--- config.mk ---
export PLATFORM = sky130hd
export DESIGN_NAME = mem_access_unit_flat
export DESIGN_NICKNAME = d
export VERILOG_FILES = /design/src/rtl/mem_access_unit_if.sv /design/src/rtl/mem_access_unit.sv /design/src/flat_wrapper.sv
export SDC_FILE = /design/constraint.sdc
export NUM_CORES = 1
export LEC_CHECK = 0
export CAP_MARGIN = 20
export CELL_PAD_IN_SITES_DETAIL_PLACEMENT = 1
export CELL_PAD_IN_SITES_GLOBAL_PLACEMENT = 1
export CORE_AREA = 4 4 156 83
export CTS_CLUSTER_SIZE = 40
export DETAILED_ROUTE_END_ITERATION = 8
export DIE_AREA = 0 0 160 87
export DONT_BUFFER_PORTS = 1
export PLACE_DENSITY_LB_ADDON = 0.12
export SLEW_MARGIN = 20
export SYNTH_ARGS = -nofsm -noshare
export SYNTH_HDL_FRONTEND = slang
export SYNTH_SLANG_ARGS = --single-unit
--- constraint.sdc ---
create_clock -name clk -period 14.1 [get_ports clk]
set_input_delay 4.23 -clock clk [delete_from_list [all_inputs] [get_ports clk]]
set_output_delay 4.23 -clock clk [all_outputs]
set_load 0.01 [all_outputs]
--- src/rtl/mem_access_unit_if.sv ---
// mem_access_unit_if: request/acknowledge data-memory bus
interface mem_access_unit_if #(parameter int AW = 32, parameter int DW = 32);
  logic          mem_req;
  logic          mem_we;
  logic [AW-1:0] mem_addr;
  logic [DW-1:0] mem_wdata;
  logic [3:0]    mem_be;
  logic          mem_ack;
  logic [DW-1:0] mem_rdata;
  modport master(output mem_req, mem_we, mem_addr, mem_wdata, mem_be, input mem_ack, mem_rdata);
  modport slave(input mem_req, mem_we, mem_addr, mem_wdata, mem_be, output mem_ack, mem_rdata);
endinterface

--- src/rtl/mem_access_unit.sv ---
// mem_access_unit: load/store stage driving a req/ack bus with byte lanes, misalign detect and stall counter
module mem_access_unit #(
  parameter int AW    = 32,
  parameter int DW    = 32,
  parameter int CNT_W = 16
) (
  input  logic             clk,
  input  logic             reset,
  input  logic             memread,
  input  logic             memwrite,
  input  logic [1:0]       size,
  input  logic             loadsigned,
  input  logic [AW-1:0]    addr,
  input  logic [DW-1:0]    wdata,
  output logic [DW-1:0]    readdata,
  output logic             stall,
  output logic             misalign,
  output logic [CNT_W-1:0] stall_cnt,
  mem_access_unit_if.master bus
);
  typedef enum logic [1:0] {IDLE, BUSY, DONE} state_t;
  state_t state, next;
  logic access, mis, go, ack, sgn, rd;
  logic [1:0] off, sz;
  logic [3:0] be;
  logic [DW-1:0] wd, ext;
  logic [7:0] b;
  logic [15:0] h;
  always_comb begin
    access   = memread | memwrite;
    mis      = size == 2'b11 || (size == 2'b01 && addr[0]) || (size == 2'b10 && addr[1:0] != 2'b00);
    go       = state == IDLE && access && !mis;
    misalign = state == IDLE && access && mis;
    stall    = go || state == BUSY;
    ack      = state == BUSY && bus.mem_ack;
    be       = size == 2'b00 ? 4'b0001 << addr[1:0] : size == 2'b01 ? (addr[1] ? 4'b1100 : 4'b0011) : 4'b1111;
    wd       = size == 2'b00 ? {4{wdata[7:0]}} : size == 2'b01 ? {2{wdata[15:0]}} : wdata;
    // extraction uses the offset/size captured at request time, not the live inputs
    b        = bus.mem_rdata[{off, 3'b000} +: 8];
    h        = off[1] ? bus.mem_rdata[31:16] : bus.mem_rdata[15:0];
    ext      = sz == 2'b00 ? {{(DW-8){sgn & b[7]}}, b} : sz == 2'b01 ? {{(DW-16){sgn & h[15]}}, h} : bus.mem_rdata;
    next     = state == IDLE ? (go ? BUSY : IDLE) : state == BUSY ? (bus.mem_ack ? DONE : BUSY) : IDLE;
  end
  always_ff @(posedge clk or posedge reset)
    if (reset) state <= IDLE;
    else state <= next;
  always_ff @(posedge clk or posedge reset) begin
    if (reset) begin
      bus.mem_req   <= 1'b0;
      bus.mem_we    <= 1'b0;
      bus.mem_addr  <= '0;
      bus.mem_wdata <= '0;
      bus.mem_be    <= '0;
      readdata      <= '0;
      off           <= '0;
      sz            <= '0;
      sgn           <= 1'b0;
      rd            <= 1'b0;
    end else if (go) begin
      bus.mem_req   <= 1'b1;
      bus.mem_we    <= memwrite;
      bus.mem_addr  <= {addr[AW-1:2], 2'b00};
      bus.mem_wdata <= wd;
      bus.mem_be    <= be;
      off           <= addr[1:0];
      sz            <= size;
      sgn           <= loadsigned;
      rd            <= !memwrite;
    end else if (ack) begin
      bus.mem_req   <= 1'b0;
      bus.mem_we    <= 1'b0;
      readdata      <= rd ? ext : readdata;
    end
  end
  always_ff @(posedge clk or posedge reset)
    if (reset) stall_cnt <= '0;
    else if (stall && stall_cnt != '1) stall_cnt <= stall_cnt + 1'b1;
endmodule

--- src/flat_wrapper.sv ---
// flat-port wrapper written by rule: the top's interface ports become plain ports
module mem_access_unit_flat 
#(
  parameter int AW    = 32,
  parameter int DW    = 32,
  parameter int CNT_W = 16
)
  (clk, reset, memread, memwrite, size, loadsigned, addr, wdata, readdata, stall, misalign, stall_cnt, bus_mem_req, bus_mem_we, bus_mem_addr, bus_mem_wdata, bus_mem_be, bus_mem_ack, bus_mem_rdata);
  mem_access_unit_if #(.AW(AW), .DW(DW)) bus_i ();
  input  logic clk;
  input  logic reset;
  input  logic memread;
  input  logic memwrite;
  input  logic [1:0] size;
  input  logic loadsigned;
  input  logic [AW-1:0] addr;
  input  logic [DW-1:0] wdata;
  output logic [DW-1:0] readdata;
  output logic stall;
  output logic misalign;
  output logic [CNT_W-1:0] stall_cnt;
  output wire logic [$bits(bus_i.mem_req)-1:0] bus_mem_req;
  output wire logic [$bits(bus_i.mem_we)-1:0] bus_mem_we;
  output wire logic [$bits(bus_i.mem_addr)-1:0] bus_mem_addr;
  output wire logic [$bits(bus_i.mem_wdata)-1:0] bus_mem_wdata;
  output wire logic [$bits(bus_i.mem_be)-1:0] bus_mem_be;
  input wire logic [$bits(bus_i.mem_ack)-1:0] bus_mem_ack;
  input wire logic [$bits(bus_i.mem_rdata)-1:0] bus_mem_rdata;
  assign bus_mem_req = bus_i.mem_req;
  assign bus_mem_we = bus_i.mem_we;
  assign bus_mem_addr = bus_i.mem_addr;
  assign bus_mem_wdata = bus_i.mem_wdata;
  assign bus_mem_be = bus_i.mem_be;
  assign bus_i.mem_ack = bus_mem_ack;
  assign bus_i.mem_rdata = bus_mem_rdata;
  mem_access_unit #(.AW(AW), .DW(DW), .CNT_W(CNT_W)) u_core (.clk(clk), .reset(reset), .memread(memread), .memwrite(memwrite), .size(size), .loadsigned(loadsigned), .addr(addr), .wdata(wdata), .readdata(readdata), .stall(stall), .misalign(misalign), .stall_cnt(stall_cnt), .bus(bus_i));
endmodule
* Yosys cells after proc, flatten, opt, wreduce, memory -nomap -nowiden
Index checks and enable logic that the tools add are counted.
** Word-level totals
- Flip-flop bits (word level) :: 124
- Input port bits :: 104
- Output and inout bits :: 120
- Logic and storage cells :: 58
** Cells by class
- Add/sub/neg operators :: 1
- Equal/unequal tests :: 6
- Shift-type cells :: 2
- Multiplexer cells :: 15
- Bitwise gates (word level) :: 4
- Reduce and logical (&&, ||, !) cells :: 18
** Operators with widths (number)
- $mux 32 :: 4
- $shiftx 32x6->8 :: 1
- $add 16x1->16 const B :: 1
- $mux 16 :: 1
- $ne 16x16->1 const B :: 1
- $mux 4 :: 3
- $logic_and 1x1->1 :: 7
- $eq 2x1->1 const B :: 3
- $logic_not 2->1 :: 3
- $mux 2 :: 3
- $eq 2x2->1 const B :: 2
- $mux 1 :: 4
- $reduce_bool 2->1 :: 2
- $shl 1x2->4 const A :: 1
- $logic_or 1x1->1 :: 3
- $reduce_and 3->1 :: 1
- $and 1x1->1 :: 2
- $logic_not 1->1 :: 2
- $not 1->1 :: 1
- $or 1x1->1 :: 1

* Logic depth before layout (Yosys ltp)
- Word-level depth :: 8
- Depth in mapped cells :: 8
- Depth with buffers taken out :: 6

* Least setup slack after synthesis
Ideal clock, no wire load.
- Path type :: input-to-output
- Start point :: input size[0]
- End point :: output stall
- Data arrival time :: 5.214 ns
- Setup slack :: 4.656 ns
- Cell stages on the path :: 6
- Path buffers :: 2
- Cells stage by stage :: buf_2 -> o21a_1 -> o22ai_2 -> a21oi_4 -> buf_2 -> inv_1
** Between the ends
- Cells in the longest elaborated chain, start to end :: 7
- Elaborated cells on any way between the ends :: 10
- Classes of those cells :: eq/ne (3); reduce/logical (7)
** Ends and longest elaborated chain
- from (decl) :: line flat_wrapper.sv:14 : input logic [1:0] size;
- $eq 2x1->1 :: line mem_access_unit.sv:31 : mis = size == 2'b11 || (size == 2'b01 && addr[0]) || (size == 2'b10 && addr[1:0] != 2'b00);
- $logic_and 1x1->1 :: line mem_access_unit.sv:31
- $logic_or 1x1->1 :: line mem_access_unit.sv:31
- $logic_or 1x1->1 (*) :: line mem_access_unit.sv:31
- $logic_not 1->1 (*) :: line mem_access_unit.sv:32 : go = state == IDLE && access && !mis;
- $logic_and 1x1->1 (*) :: line mem_access_unit.sv:32
- $logic_or 1x1->1 (*) :: line mem_access_unit.sv:34 : stall = go || state == BUSY;
- to (decl) :: line flat_wrapper.sv:19 : output logic stall;
Mark *: on every way between the ends. The rest lies on a longest branch, timed or not.

* Worst setup path in the final report
- Start point :: input size[1]
- End point :: output stall
The elaborated chain is that of the path after synthesis.

==> results.cfg <==
[timing]
worstMarginPinSlew_ns = 1.04
drv_slew = 0
fin_skew_ns = 0.0125
max_freq_mhz = 107
finalCritPeriodShare_pct = 66.3
setup_viol = 0
slew_headroom_pct = 30.7
rsz0062_at_grt = false
final-hold-violation-count = 0
whs_ns = 0.553
period_minus_slack_ns = 9.34
worst_slack_ns = 4.76
tns_ns = 0

[floorplan]
fp.coreArea_mm2 = 0.0116
die_w_um = 160
die_h_um = 87
fp.dieArea_mm2 = 0.0139
row_count = 28
ios = 224
start_util_pct = 49.9

[synthesis]
synthFlopType = dfrtp_1
synth_area_mm2 = 0.00577
yosys.area.top_type = dfrtp_1
synth.top_cell.area_share_pct = 53.8
synth-seq-cells = 124
synth_mux_area_share_pct = 16.9
synth_edf_count = 0
synth_compound_area_share_pct = 10.2
synth_top_family_by_area = multiplexers
postSynthAreaPerCell_um2 = 10.7
synth_seq_area_share_pct = 53.8
async_flop_share_pct = 100
ys_warn_count = 0
synth.top_cells.by_area = dfrtp_1, mux2_2, nand2_1
postSynthCellCount = 539
synth_cell_type_count = 47
synth_xor_area_share_pct = 2.13
synth_adder_area_share_pct = 0.217
synthSimpleGateAreaFrac_pct = 13.5

[route]
drt-total-wl_mm = 16.4
wl_per_cell_um = 23.8
wl_met2_mm = 7.43
vias_per_cell = 5.80
drc = 0
dr.pass1.iters = 4
vias = 4011
wl_met1_mm = 7.31
ant_nets = 0
drt_iter0_drc = 303
top_layer = met4
met3_wirelength_mm = 1.56

[placement]
placedCellCount = 659
finalWeightedCongestion = 0.786
place.detailed.hpwl_mm = 11.9
portBuffers = 0
pre_cts_slack_ns = 4.74

[worst_setup_path]
critPathLaunch = size[1]
r2r-start = u_core.state[1]$_DFF_PP0_
worstPathRequired_ns = 9.87
crit_end = stall
worst_r2r_endpoint = u_core.readdata[21]$_DFFE_PP0P_
critPathLaunchType = input port
crit_arrival_ns = 5.11
r2r_slack_ns = 11.91
path_max_fanout = 33
r2r.worst_path.cells = 7
crit_type = input port to primary output
endpoint_kind = primary output

[clocking]
post_cts_buffers = 0
max-clock-path-buffers = 2
cts-hold-fix-buffers = 0
post_cts_resized = 0
cts_tree = built
cts-htree-levels = 4
clock_sinks = 124
clockRootBuffer = clkbuf_16
clk_latency_ns = 0.41
cts.reportedPaths.clkPinSlew_ns = 0.06
cts-buffers-inserted = 17

[layout]
final_cell_mix = dfrtp_1, nand2_1, mux2_2, o21ai_0, nor2_1
syn_to_final_growth_pct = 11.1
n_fill_cell = 1222
final_nets = 633
final_cells = 691
drive_gt1_share_pct = 18.3
final_common_cell = dfrtp_1
n_antenna_cell = 0

[power_and_ir_drop]
p_leak_nw = 2.86
irDropWorstVdd_v = 0.000120
power_density_mw_per_mm2 = 222

[grt]
grt_pass1_vias = 4307
grt_pass1_wl_mm = 25.5
grt_max_degree = 99
globalRouteOverflowTotal = 0
grt_antenna_before_repair = 1
grt.total_usage_pct = 24.0

[flow_run]
maxCapViolCount = 0

[outcome]
status = finished clean

[min_path]
worstHoldPathType = flop to flop
## worst min-delay path by stage
stage,to,start,cells after the start
floorplan,u_core.rd$_DFFE_PP0P_,u_core.rd$_DFFE_PP0P_,2
global placement,u_core.bus.mem_wdata[19]$_DFFE_PP0P_,u_core.bus.mem_wdata[19]$_DFFE_PP0P_,2
detailed placement,u_core.rd$_DFFE_PP0P_,u_core.rd$_DFFE_PP0P_,2
CTS,u_core.rd$_DFFE_PP0P_,u_core.rd$_DFFE_PP0P_,2
global route,u_core.bus.mem_addr[17]$_DFFE_PP0P_,u_core.bus.mem_addr[17]$_DFFE_PP0P_,1
finish,u_core.bus.mem_wdata[26]$_DFFE_PP0P_,u_core.bus.mem_wdata[26]$_DFFE_PP0P_,2
## Yosys cell counts (2+ instances only)
| library cell | instances |
|---|---|
| o21a_1 | 2 |
| clkbuf_1 | 15 |
| a22o_1 | 2 |
| xnor2_1 | 2 |
| inv_1 | 5 |
| a211oi_1 | 7 |
| dfrtp_1 | 124 |
| mux4_2 | 9 |
| nand4_1 | 4 |
| a21oi_1 | 41 |
| o21ai_0 | 44 |
| nand2_1 | 96 |
| buf_1 | 3 |
| nand2b_1 | 3 |
| nor3b_1 | 2 |
| nor2_1 | 42 |
| buf_2 | 12 |
| nand3_1 | 7 |
| buf_4 | 3 |
| and2_1 | 7 |
| mux2_2 | 46 |
| xor2_1 | 12 |
| nor3_1 | 4 |
| mux2i_1 | 24 |
## state kept, by name, summed over array words and instances (netlist names)
name,flops
u_core.bus.mem_req,1
u_core.state,2
u_core.bus.mem_addr,30
u_core.bus.mem_wdata,32
u_core.sz,2
u_core.bus.mem_we,1
u_core.rd,1
u_core.stall_cnt,16
u_core.off,2
u_core.bus.mem_be,4
u_core.readdata,32
u_core.sgn,1
## area by class of cell
| cell class | instances | area, um2 | area share [%] |
|---|---|---|---|
| Tap cell | 150 | 188 | 2.93 |
| Timing Repair Buffer | 3 | 26.3 | 0.410 |
| Inverter | 5 | 21.3 | 0.332 |
| Clock inverter | 14 | 136 | 2.13 |
| Sequential cell | 124 | 3100 | 48.4 |
| Multi-Input combinational cell | 377 | 2490 | 38.9 |
| Clock buffer | 18 | 439 | 6.85 |
## logic make-up after synthesis
logic type | count (synthesis)
xor gates and xnor gates | 14
and+or+nand+nor | 176
buffers and inverters | 39
DFF | 124
AOI/OAI and AO/OA | 104
muxes | 80
other | 1
adders and majority gates | 1
## stage by stage
step | instance area [um2] | power [mW] | utilization (%)
after floorplan | 5770 | 0.906 | -
after detailed placement | 5830 | 1.01 | 50.4
after CTS | 6400 | 1.44 | 55.4
after global placement | 5830 | 0.983 | 50.4
after global routing | 6410 | 1.52 | 55.4
final | 6410 | 1.42 | 55.4
## critical path, stage by stage
cell and delay, ns:
o21a_1 0.11, o22ai_2 0.14, a21oi_4 0.46, inv_1 0.17
## routing by layer
| layer | vias to the layer above | global-route usage (%) |
|---|---|---|
| met4 | 0 | 6.71 |
| met3 | 15 | 10.3 |
| met2 | 154 | 36.4 |
| met1 | 2004 | 31.9 |
| met5 | - | 0 |
| li1 | 1838 | - |
## report_power, final
| part | leakage, nW | switching (mW) | total (mW) | internal (mW) |
|---|---|---|---|---|
| Combinational | 1.08 | 0.152 | 0.294 | 0.141 |
| Sequential | 1.51 | 0.209 | 0.708 | 0.500 |
| Clock | 0.274 | 0.171 | 0.421 | 0.250 |
No activity file was read; power rests on OpenSTA's default activity.
